File: config.mk
export PLATFORM = sky130hd
export DESIGN_NAME = radio_chime_player
export DESIGN_NICKNAME = d
export VERILOG_FILES = /design/src/rtl/radio_pkg.sv /design/src/rtl/radio_tone_gen.sv /design/src/rtl/radio_chime_player.sv
export SDC_FILE = /design/constraint.sdc
export NUM_CORES = 1
export LEC_CHECK = 0
export ABC_CLOCK_PERIOD_IN_PS = 2300
export BUFFER_PORTS_ARGS = -buffer_cell sky130_fd_sc_hd__buf_2
export CORE_MARGIN = 3
export CORE_UTILIZATION = 30
export DETAILED_ROUTE_END_ITERATION = 10
export GPL_TIMING_DRIVEN = 0
export HOLD_SLACK_MARGIN = 0.05
export SLEW_MARGIN = 20
export SYNTH_ARGS = -nofsm -noshare
export SYNTH_HDL_FRONTEND = slang
export SYNTH_SLANG_ARGS = --single-unit
File: constraint.sdc
create_clock -name CP -period 2.3 [get_ports CP]
set_input_delay 0.115 -clock CP [delete_from_list [all_inputs] [get_ports CP]]
set_output_delay 0.115 -clock CP [all_outputs]
set_load 0.01 [all_outputs]
File: src/rtl/radio_pkg.sv
// radio_pkg: shared types and helpers for the hourly radio time-signal player.
//   state_e            sequencer states
//   tone_e             tone select driven into radio_tone_gen
//   bcd_hr_to_strikes  packed-BCD hour -> strike count (0 for an invalid hour)
package radio_pkg;

    typedef enum logic [2:0] {
        IDLE,
        PIP_ON,
        PIP_OFF,
        LONG,
        STRIKE_ON,
        STRIKE_OFF
    } state_e;

    typedef enum logic [1:0] {
        TONE_OFF,
        TONE_LO,
        TONE_HI
    } tone_e;

    // 12-hour strike count: hour mod 12 with 0 mapped to 12; invalid BCD or >23 gives 0.
    function automatic logic [3:0] bcd_hr_to_strikes(input logic [7:0] hour);
        logic [3:0] tens;
        logic [3:0] ones;
        logic [4:0] bin;
        tens = hour[7:4];
        ones = hour[3:0];
        if (ones > 4'd9 || tens > 4'd2 || (tens == 4'd2 && ones > 4'd3)) begin
            return 4'd0;
        end
        bin = 5'(tens) * 5'd10 + 5'(ones);
        if (bin >= 5'd12) begin
            bin = bin - 5'd12;
        end
        if (bin == 5'd0) begin
            return 4'd12;
        end
        return bin[3:0];
    endfunction

endpackage

File: src/rtl/radio_tone_gen.sv
// radio_tone_gen: registered square-wave generator for the chime speaker.
//   CP        system clock
//   CR        synchronous active-high clear
//   tone_sel  requested tone (off / 500 Hz low / 1 kHz high at a 2 kHz clock)
//   wave      registered square wave; restarts at 1 whenever tone_sel changes
module radio_tone_gen
    import radio_pkg::*;
(
    input  logic  CP,
    input  logic  CR,
    input  tone_e tone_sel,
    output logic  wave
);

    tone_e tone_q;
    logic  phase_q;
    logic  wave_q;

    always_ff @(posedge CP) begin
        if (CR) begin
            tone_q  <= TONE_OFF;
            phase_q <= 1'b0;
            wave_q  <= 1'b0;
        end else if (tone_sel != tone_q) begin
            // Every on-phase starts high on its first cycle.
            tone_q  <= tone_sel;
            phase_q <= 1'b0;
            wave_q  <= (tone_sel != TONE_OFF);
        end else begin
            unique case (tone_q)
                TONE_HI: wave_q <= ~wave_q;
                TONE_LO: begin
                    // Toggle on every second cycle.
                    phase_q <= ~phase_q;
                    if (phase_q) begin
                        wave_q <= ~wave_q;
                    end
                end
                default: wave_q <= 1'b0;
            endcase
        end
    end

    assign wave = wave_q;

endmodule

File: src/rtl/radio_chime_player.sv
// radio_chime_player: plays the hourly pip sequence on a one-bit speaker line.
//   CP           system clock (2 kHz)
//   CR           synchronous active-high clear
//   ALARM_Radio  hourly alarm level; a rising edge seen while idle starts a sequence
//   Hour         packed-BCD hour, captured at start (strike build only)
//   Mute         forces Speaker low without affecting sequencing
//   Speaker      tone output
//   Busy         high while a sequence is running
//   Done         high on the final cycle of a sequence
// Optional feature: define RADIO_STRIKE_EN to strike the hour count after the long pip.
module radio_chime_player
    import radio_pkg::*;
#(
    parameter int unsigned TICKS_PER_SEC = 2000,
    parameter int unsigned PIPS          = 5,
    parameter int unsigned PIP_TICKS     = 200,
    parameter int unsigned LONG_TICKS    = 1000,
    parameter int unsigned STRIKE_TICKS  = 600,
    parameter int unsigned STRIKE_GAP    = 1400
) (
    input  logic       CP,
    input  logic       CR,
    input  logic       ALARM_Radio,
    input  logic [7:0] Hour,
    input  logic       Mute,
    output logic       Speaker,
    output logic       Busy,
    output logic       Done
);

    localparam int unsigned MaxA = (TICKS_PER_SEC > LONG_TICKS) ? TICKS_PER_SEC : LONG_TICKS;
    localparam int unsigned MaxPhase =
        (MaxA > STRIKE_TICKS + STRIKE_GAP) ? MaxA : STRIKE_TICKS + STRIKE_GAP;
    localparam int unsigned CW = $clog2(MaxPhase + 1);

    localparam logic [CW-1:0] PipOnLast  = CW'(PIP_TICKS - 1);
    localparam logic [CW-1:0] PipOffLast = CW'(TICKS_PER_SEC - PIP_TICKS - 1);
    localparam logic [CW-1:0] LongLast   = CW'(LONG_TICKS - 1);
    localparam logic [3:0]    PipFinal   = 4'(PIPS - 1);

    state_e        state_q, state_d;
    logic [CW-1:0] cnt_q;
    logic [3:0]    pip_q;
    logic          alarm_q;
    logic          busy_q;
    logic          start;
    logic          seq_last;
    tone_e         tone_sel;
    logic          wave;

    assign start = ALARM_Radio & ~alarm_q;

`ifdef RADIO_STRIKE_EN
    localparam logic [CW-1:0] StrikeOnLast  = CW'(STRIKE_TICKS - 1);
    localparam logic [CW-1:0] StrikeOffLast = CW'(STRIKE_GAP - 1);

    logic [7:0] hour_q;
    logic [3:0] strike_n;
    logic [3:0] strike_q;

    assign strike_n = bcd_hr_to_strikes(hour_q);
    assign seq_last = (state_q == LONG && cnt_q == LongLast && strike_n == 4'd0) ||
                      (state_q == STRIKE_OFF && cnt_q == StrikeOffLast && strike_q == strike_n);
`else
    logic unused_hour;
    assign unused_hour = ^Hour;
    assign seq_last    = (state_q == LONG && cnt_q == LongLast);
`endif

    always_comb begin
        state_d = state_q;
        unique case (state_q)
            IDLE:    if (start) state_d = (PIPS == 1) ? LONG : PIP_ON;
            PIP_ON:  if (cnt_q == PipOnLast) state_d = PIP_OFF;
            PIP_OFF: if (cnt_q == PipOffLast) state_d = (pip_q == PipFinal) ? LONG : PIP_ON;
`ifdef RADIO_STRIKE_EN
            LONG:       if (cnt_q == LongLast) state_d = seq_last ? IDLE : STRIKE_ON;
            STRIKE_ON:  if (cnt_q == StrikeOnLast) state_d = STRIKE_OFF;
            STRIKE_OFF: if (cnt_q == StrikeOffLast) state_d = seq_last ? IDLE : STRIKE_ON;
`else
            LONG:       if (cnt_q == LongLast) state_d = IDLE;
`endif
            default: state_d = IDLE;
        endcase
    end

    // Tone follows the next state so Speaker is high on the first cycle of each on-phase.
    always_comb begin
        tone_sel = TONE_OFF;
        if (!CR) begin
            unique case (state_d)
                PIP_ON, STRIKE_ON: tone_sel = TONE_LO;
                LONG:              tone_sel = TONE_HI;
                default:           tone_sel = TONE_OFF;
            endcase
        end
    end

    always_ff @(posedge CP) begin
        if (CR) begin
            state_q <= IDLE;
            cnt_q   <= '0;
            pip_q   <= '0;
            alarm_q <= 1'b0;
            busy_q  <= 1'b0;
`ifdef RADIO_STRIKE_EN
            hour_q   <= '0;
            strike_q <= '0;
`endif
        end else begin
            alarm_q <= ALARM_Radio;
            state_q <= state_d;
            busy_q  <= (state_d != IDLE);
            cnt_q   <= (state_d != state_q || state_d == IDLE) ? '0 : cnt_q + 1'b1;
            if (state_d == IDLE) begin
                pip_q <= '0;
            end else if (state_d == PIP_ON && state_q != PIP_ON) begin
                pip_q <= pip_q + 4'd1;
            end
`ifdef RADIO_STRIKE_EN
            if (state_q == IDLE && start) begin
                hour_q <= Hour;
            end
            if (state_d == IDLE) begin
                strike_q <= '0;
            end else if (state_d == STRIKE_ON && state_q != STRIKE_ON) begin
                strike_q <= strike_q + 4'd1;
            end
`endif
        end
    end

    radio_tone_gen u_tone (
        .CP       (CP),
        .CR       (CR),
        .tone_sel (tone_sel),
        .wave     (wave)
    );

    assign Speaker = wave & ~Mute;
    assign Busy    = busy_q;
    assign Done    = seq_last;

endmodule

; Word-level counts from Yosys, hierarchy flattened
; Cells that the tools add are included.
[classes]
add_sub_neg = 2
eq_ne = 16
n_mux = 11
bitwise_logic = 6
n_reduce_logical = 11
[ops]
columns = cell, count
row1 = two-way mux 3 bit, 4
row2 = case mux 3 bit (4 select lines), 1
row3 = adder 11 x 1 -> 11 bit (second input constant), 1
row4 = equality test 11 x 10 -> 1 bit (second input constant), 1
row5 = equality test 11 bit (second input constant), 1
row6 = equality test 11 x 8 -> 1 bit (second input constant), 1
row7 = equality test 3 x 2 -> 1 bit (second input constant), 3
row8 = OR reduction 2 bit, 4
row9 = equality test 3 x 1 -> 1 bit (second input constant), 2
row10 = logical NOT 3 bit, 2
row11 = != test 3 x 1 -> 1 bit (second input constant), 2
row12 = adder 4 x 1 -> 4 bit (second input constant), 1
row13 = equality test 4 x 3 -> 1 bit (second input constant), 1
row14 = two-way mux 2 bit, 2
row15 = NOT 1 bit, 4
row16 = case mux 2 bit (2 select lines), 1
row17 = equality test 3 bit (second input constant), 1
row18 = != test 3 bit, 1
row19 = nonzero test 3 bit, 1
row20 = bitwise AND 1 bit, 2
row21 = equality test 2 x 1 -> 1 bit (second input constant), 1
row22 = equality test 2 bit (second input constant), 1
row23 = logical AND 1 bit, 2
row24 = two-way mux 1 bit, 2
row25 = 4 further kinds, 4
[totals]
ff_bits = 24
in_bits = 12
output_inout_bits = 3
word_cells = 54

; Longest topological paths before layout
[depth]
depth_word = 10
depth_mapped = 8
ltp_nobuf = 8

; Hierarchy
; From an unflattened synthesis, not the netlist that was laid out.
[hier_totals]
cells_unflattened = 146
hier_area_um2 = 1292.5
[modules_own_cells]
columns = module, n_inst, cells_per_inst, area_each_um2, seq_area_each_um2
row1 = radio_chime_player, 1, 123, 1074.8, 400.4
row2 = radio_tone_gen, 1, 23, 217.7, 80.1

; Worst setup path before layout
; Ideal clock, no wire load.
[synth_path]
path_type = register to register
start = reg cnt_q[5]
end = reg u_tone.phase_q
setup_ns = 0.120
arrival_ns = 2.144
required_ns = 2.180
slack_ns = 0.037
stages_incl_launch_ff = 7
n_path_buf = 0
synth_period_minus_slack_ns = 2.263
path_cell_list = dfxtp_1 or4b_1 or4_1 o21a_1 a21oi_1 nor4b_1 o31a_1
[synth_between]
elab_chain_cells = 9
elab_cells_between_ends = 15
cone_classes = eq/ne (7) / mux (6) / reduce/logical (2)
[synth_lines]
columns = item, line_no
row1 = from (decl), radio_chime_player.sv:42  ; logic [CW-1:0] cnt_q;
row2 = from (signal assigned), radio_chime_player.sv:114  ; cnt_q <= (state_d != state_q || state_d == IDLE) ? '0 : cnt_q + 1'b1;
row3 = "equality test 11 x 10 -> 1 bit, or another cell as far along", radio_chime_player.sv:81  ; LONG: if (cnt_q == LongLast) state_d = IDLE;
row4 = "two-way mux 3 bit, on equally long branches", "radio_chime_player.sv:81, radio_chime_player.sv:74, radio_chime_player.sv:75"
row5 = case mux 3 bit (4 select lines) *, radio_chime_player.sv:72  ; unique case (state_q)
row6 = equality test 3 x 1 -> 1 bit / equality test 3 bit (equally long branches), radio_chime_player.sv:91  ; unique case (state_d)
row7 = OR reduction 2 bit, radio_chime_player.sv:91
row8 = case mux 2 bit (2 select lines) *, radio_chime_player.sv:91
row9 = two-way mux 2 bit *, radio_chime_player.sv:90  ; if (!CR) begin
row10 = != test 2 bit *, radio_tone_gen.sv:24  ; end else if (tone_sel != tone_q) begin
row11 = OR reduction 2 bit (no line) *, n/a
row12 = to (signal assigned), radio_tone_gen.sv:34  ; phase_q <= ~phase_q;
row13 = to (decl), radio_tone_gen.sv:16  ; logic phase_q;
; Mark *: on every way between the ends. The rest lies on a longest branch, timed or not.
; A chain may end at the register's enable or synchronous reset.

; Worst setup path in the final report
[layout_path]
start = reg cnt_q[6]
end = reg pip_q[1]
[layout_between]
elab_chain_cells = 5
elab_cells_between_ends = 11
cone_classes = eq/ne (4) / mux (4) / reduce/logical (3)
[layout_lines]
columns = item, line_no
row1 = "equality test 11 x 10 -> 1 bit, or another cell as far along", radio_chime_player.sv:81
row2 = "two-way mux 3 bit, on equally long branches", "radio_chime_player.sv:81, radio_chime_player.sv:74, radio_chime_player.sv:75"
row3 = case mux 3 bit (4 select lines) *, radio_chime_player.sv:72
row4 = equality test 3 x 1 -> 1 bit / logical NOT 3 bit (equally long branches), "radio_chime_player.sv:117, radio_chime_player.sv:115"
row5 = logical AND 1 bit / OR reduction 2 bit (equally long branches), n/a
row6 = to (signal assigned), radio_chime_player.sv:118  ; pip_q <= pip_q + 4'd1;
row7 = to (decl), radio_chime_player.sv:43  ; logic [3:0] pip_q;
; Marked as above.

==> out/metrics.yaml <==
floorplan:
  ioPinCount: 15
  core_mm2: 0.00380
  die_x_um: 69.8
  fp.dieH_um: 69.8
  start_util: 0.322
  die_area_mm2: 0.00488
  num_rows: 22
layout:
  synthToLayoutAreaGrowth_pct: 24.9
  final_core_util: 0.402
  n_antenna_cell: 0
  drive_above_1_share: 0.253
  nets: 171
  fillers: 389
  stdcell_count: 202
grt:
  grt_pass1_wl_um: 4150
  grt_max_degree: 15
  antenna_found_initial: 0
  gr-total-overflow: 0
  grtUsageTotal: 0.104
  grt_pass1_vias: 933
clock_network:
  cts_buffer_depth: 2
  cts_hold_buf: 0
  cts_tree: "built"
  cts.sinks: 24
  clockRootBuffer: "clkbuf_8"
  cts_made_buffers: 3
  path_clk_slew_ns: 0.08
  clock_latency_ns: 0.26
  cts_max_level: 1
detailed_routing:
  drt-pass1-iter-count: 4
  drc_errors: 0
  antenna_left: 0
  vias: 1000
  avgViaCountPerCell: 4.95
  wl_per_cell_um: 11.9
  drt-total-wl_um: 2400
  drtIter0Drc: 20
sta:
  fmaxAchievable_ghz: 0.421
  finalSetupTns_ns: -0.127
  rsz0062_at_grt: "yes"
  tightest_slew_ns: 0.627
  setup_viol: 3
  post-route-period-util: 1.03
  relSlewSlack: 0.578
  slew_violations: 0
  fin_skew_ns: 0.00121
  setup_ws_ns: -0.0738
  min_period_ns: 2.37
  finalHoldViolations: 0
power:
  peakVddDrop_mv: 0.346
  cellPowerDensity_mw_per_mm2: 553
  leakagePower_uw: 0.000536
  power_uw: 845
yosys:
  synth.avg_cell_area_um2: 8.86
  synth_area_leaders: "dfxtp_1 (39%), nor2_1 (5.2%), xnor2_1 (5.0%)"
  yosys_warnings: 0
  synth-xor-area-share: 0.0716
  synth_area_mm2: 0.00122
  yosys.area_share.simple: 0.307
  ys_async_sr_fraction: 0
  synth_fa_ha_area_frac: 0.0409
  synth_top_area_share: 0.393
  post_synth_num_cell_types: 43
  synth_top_area_cell: "dfxtp_1"
  synth_compound_area_frac: 0.125
  netlist_instances: 138
  synth-main-ff-cell: "dfxtp_1"
  muxShareOfSynthArea: 0.0246
  ys_seq_area_frac: 0.393
  synth_edf_count: 0
  ys_ff_latch: 24
  synth_top_family_by_area: "simple AND/OR/NAND/NOR gates"
  syn-num-nets: 154
min_path:
  hp-start: "ALARM_Radio"
  worst_hold_path_type: "in -> reg"
placement:
  dp_cells: 192
  dp_hpwl_um: 1740
  port_buffers: 6
  gp_congestion: 0.718
  dp_slack_ns: -0.202
job:
  cap_violations: 0
setup_path:
  arrival_ns: 2.54
  crit_type: "reg -> reg"
  crit_required_ns: 2.46
  path_max_fanout: 6
  reg2reg_from: "cnt_q[6]"
  startpoint: "cnt_q[6]"
  worst_setup_path_end_kind: "register"
  start_kind: "register"
status:
  violations: "negative setup slack"
  status: "finished with violations"
[state kept, by name, indices dropped and copies added (netlist names)]
register        count
u_tone.phase_q      1
Busy                1
u_tone.wave         1
alarm_q             1
cnt_q              11
state_q             3
pip_q               4
u_tone.tone_q       2
[per-layer routing]
metal / global-route usage / up-vias / wire length [µm]
met2: 0.173 / 8 / 1190
met1: 0.122 / 471 / 1100
met4: 0.0383 / 0 / 35
met3: 0.0348 / 5 / 69
met5: 0 / - / 0
li1: - / 516 / -
[area by class of cell]
class                   count  area (µm²)  share of cell area
multi-input cells         103         778               0.510
flip-flops and latches     24         493               0.323
repair buffers             13        86.3              0.0566
well taps                  48        60.1              0.0393
clock buffers               3        41.3              0.0270
inverters                   9        33.8              0.0221
clock inverters             1        30.0              0.0197
plain buffers               1        3.75             0.00246
[cell usage after synthesis (2+ instances only)]
library cell / count
ha_1: 4
mux2i_1: 3
nor3_1: 4
and2_1: 3
or4_1: 2
a21o_1: 2
xor2_1: 3
nand4bb_1: 2
nor2_1: 17
nand4_1: 2
a21oi_1: 4
nand4b_1: 2
inv_1: 9
nor4_1: 4
nand2_1: 9
nand3_1: 5
nand2b_1: 4
xnor2_1: 7
dfxtp_1: 24
nor2b_1: 5
[repair_timing]
item,in CTS,in global routing
pin swaps,7,3
resized for setup,14,7
setup buffers,3,4
endpoints found under the hold margin,0,0
setup endpoints to repair,16,15
[worst paths after layout]
kind	to	slack, ns	depth (start not counted)
max	pip_q[1]	-0.07	7
min	alarm_q	0.08	2
max reg2reg	pip_q[1]	-0.07	7
min reg2reg	cnt_q[0]	0.45	1
[cell families (layout without fill, tap and decap cells)]
logic type / count (synthesis) / count (layout)
xor+xnor: 10 / 10
other cells: 1 / 1
simple gates: 66 / 66
flops: 24 / 24
fa+ha+maj: 4 / 4
compound gates: 19 / 19
mux: 3 / 3
buf+inv: 11 / 27
[per-stage QoR]
step | hold slack (ns) | area [µm²]
global placement | 0.344 | 1310
global route | 0.0953 | 1530
CTS | 0.0804 | 1470
finish | 0.0832 | 1530
detailed placement | 0.358 | 1310
floorplan | 0.187 | 1220
[worst max-delay path, cell delays in order, from the launching register on]
cell and delay (ns):
dfxtp_4 0.35, or4b_4 0.54, or4_4 0.43, a21o_4 0.25, a211oi_4 0.32, buf_6 0.16, mux2i_1 0.17, nor2b_1 0.06
[report_power, final]
part	total (µW)	switching (µW)	internal, µW
clock	362	130	233
sequential	426	5.26	420
combinational	56.6	29.1	27.5
total	845	164	681
[placed cells by master (no fill, tap or decap), drive strengths merged, types with 2 or more instances in the layout]
| cell | count |
|---|---|
| clkbuf | 4 |
| nor3 | 4 |
| nand2 | 9 |
| nand4b | 2 |
| inv | 9 |
| and2 | 3 |
| xor2 | 3 |
| ha | 4 |
| xnor2 | 7 |
| a21o | 3 |
| nand4bb | 2 |
| mux2i | 3 |
| nand2b | 4 |
| nor4 | 4 |
| nand3 | 5 |
| buf | 13 |
| a21oi | 4 |
| nand4 | 2 |
| dfxtp | 24 |
| nor2 | 17 |
| nor2b | 5 |
| or4 | 2 |
Power figures use the tool's default switching activity.
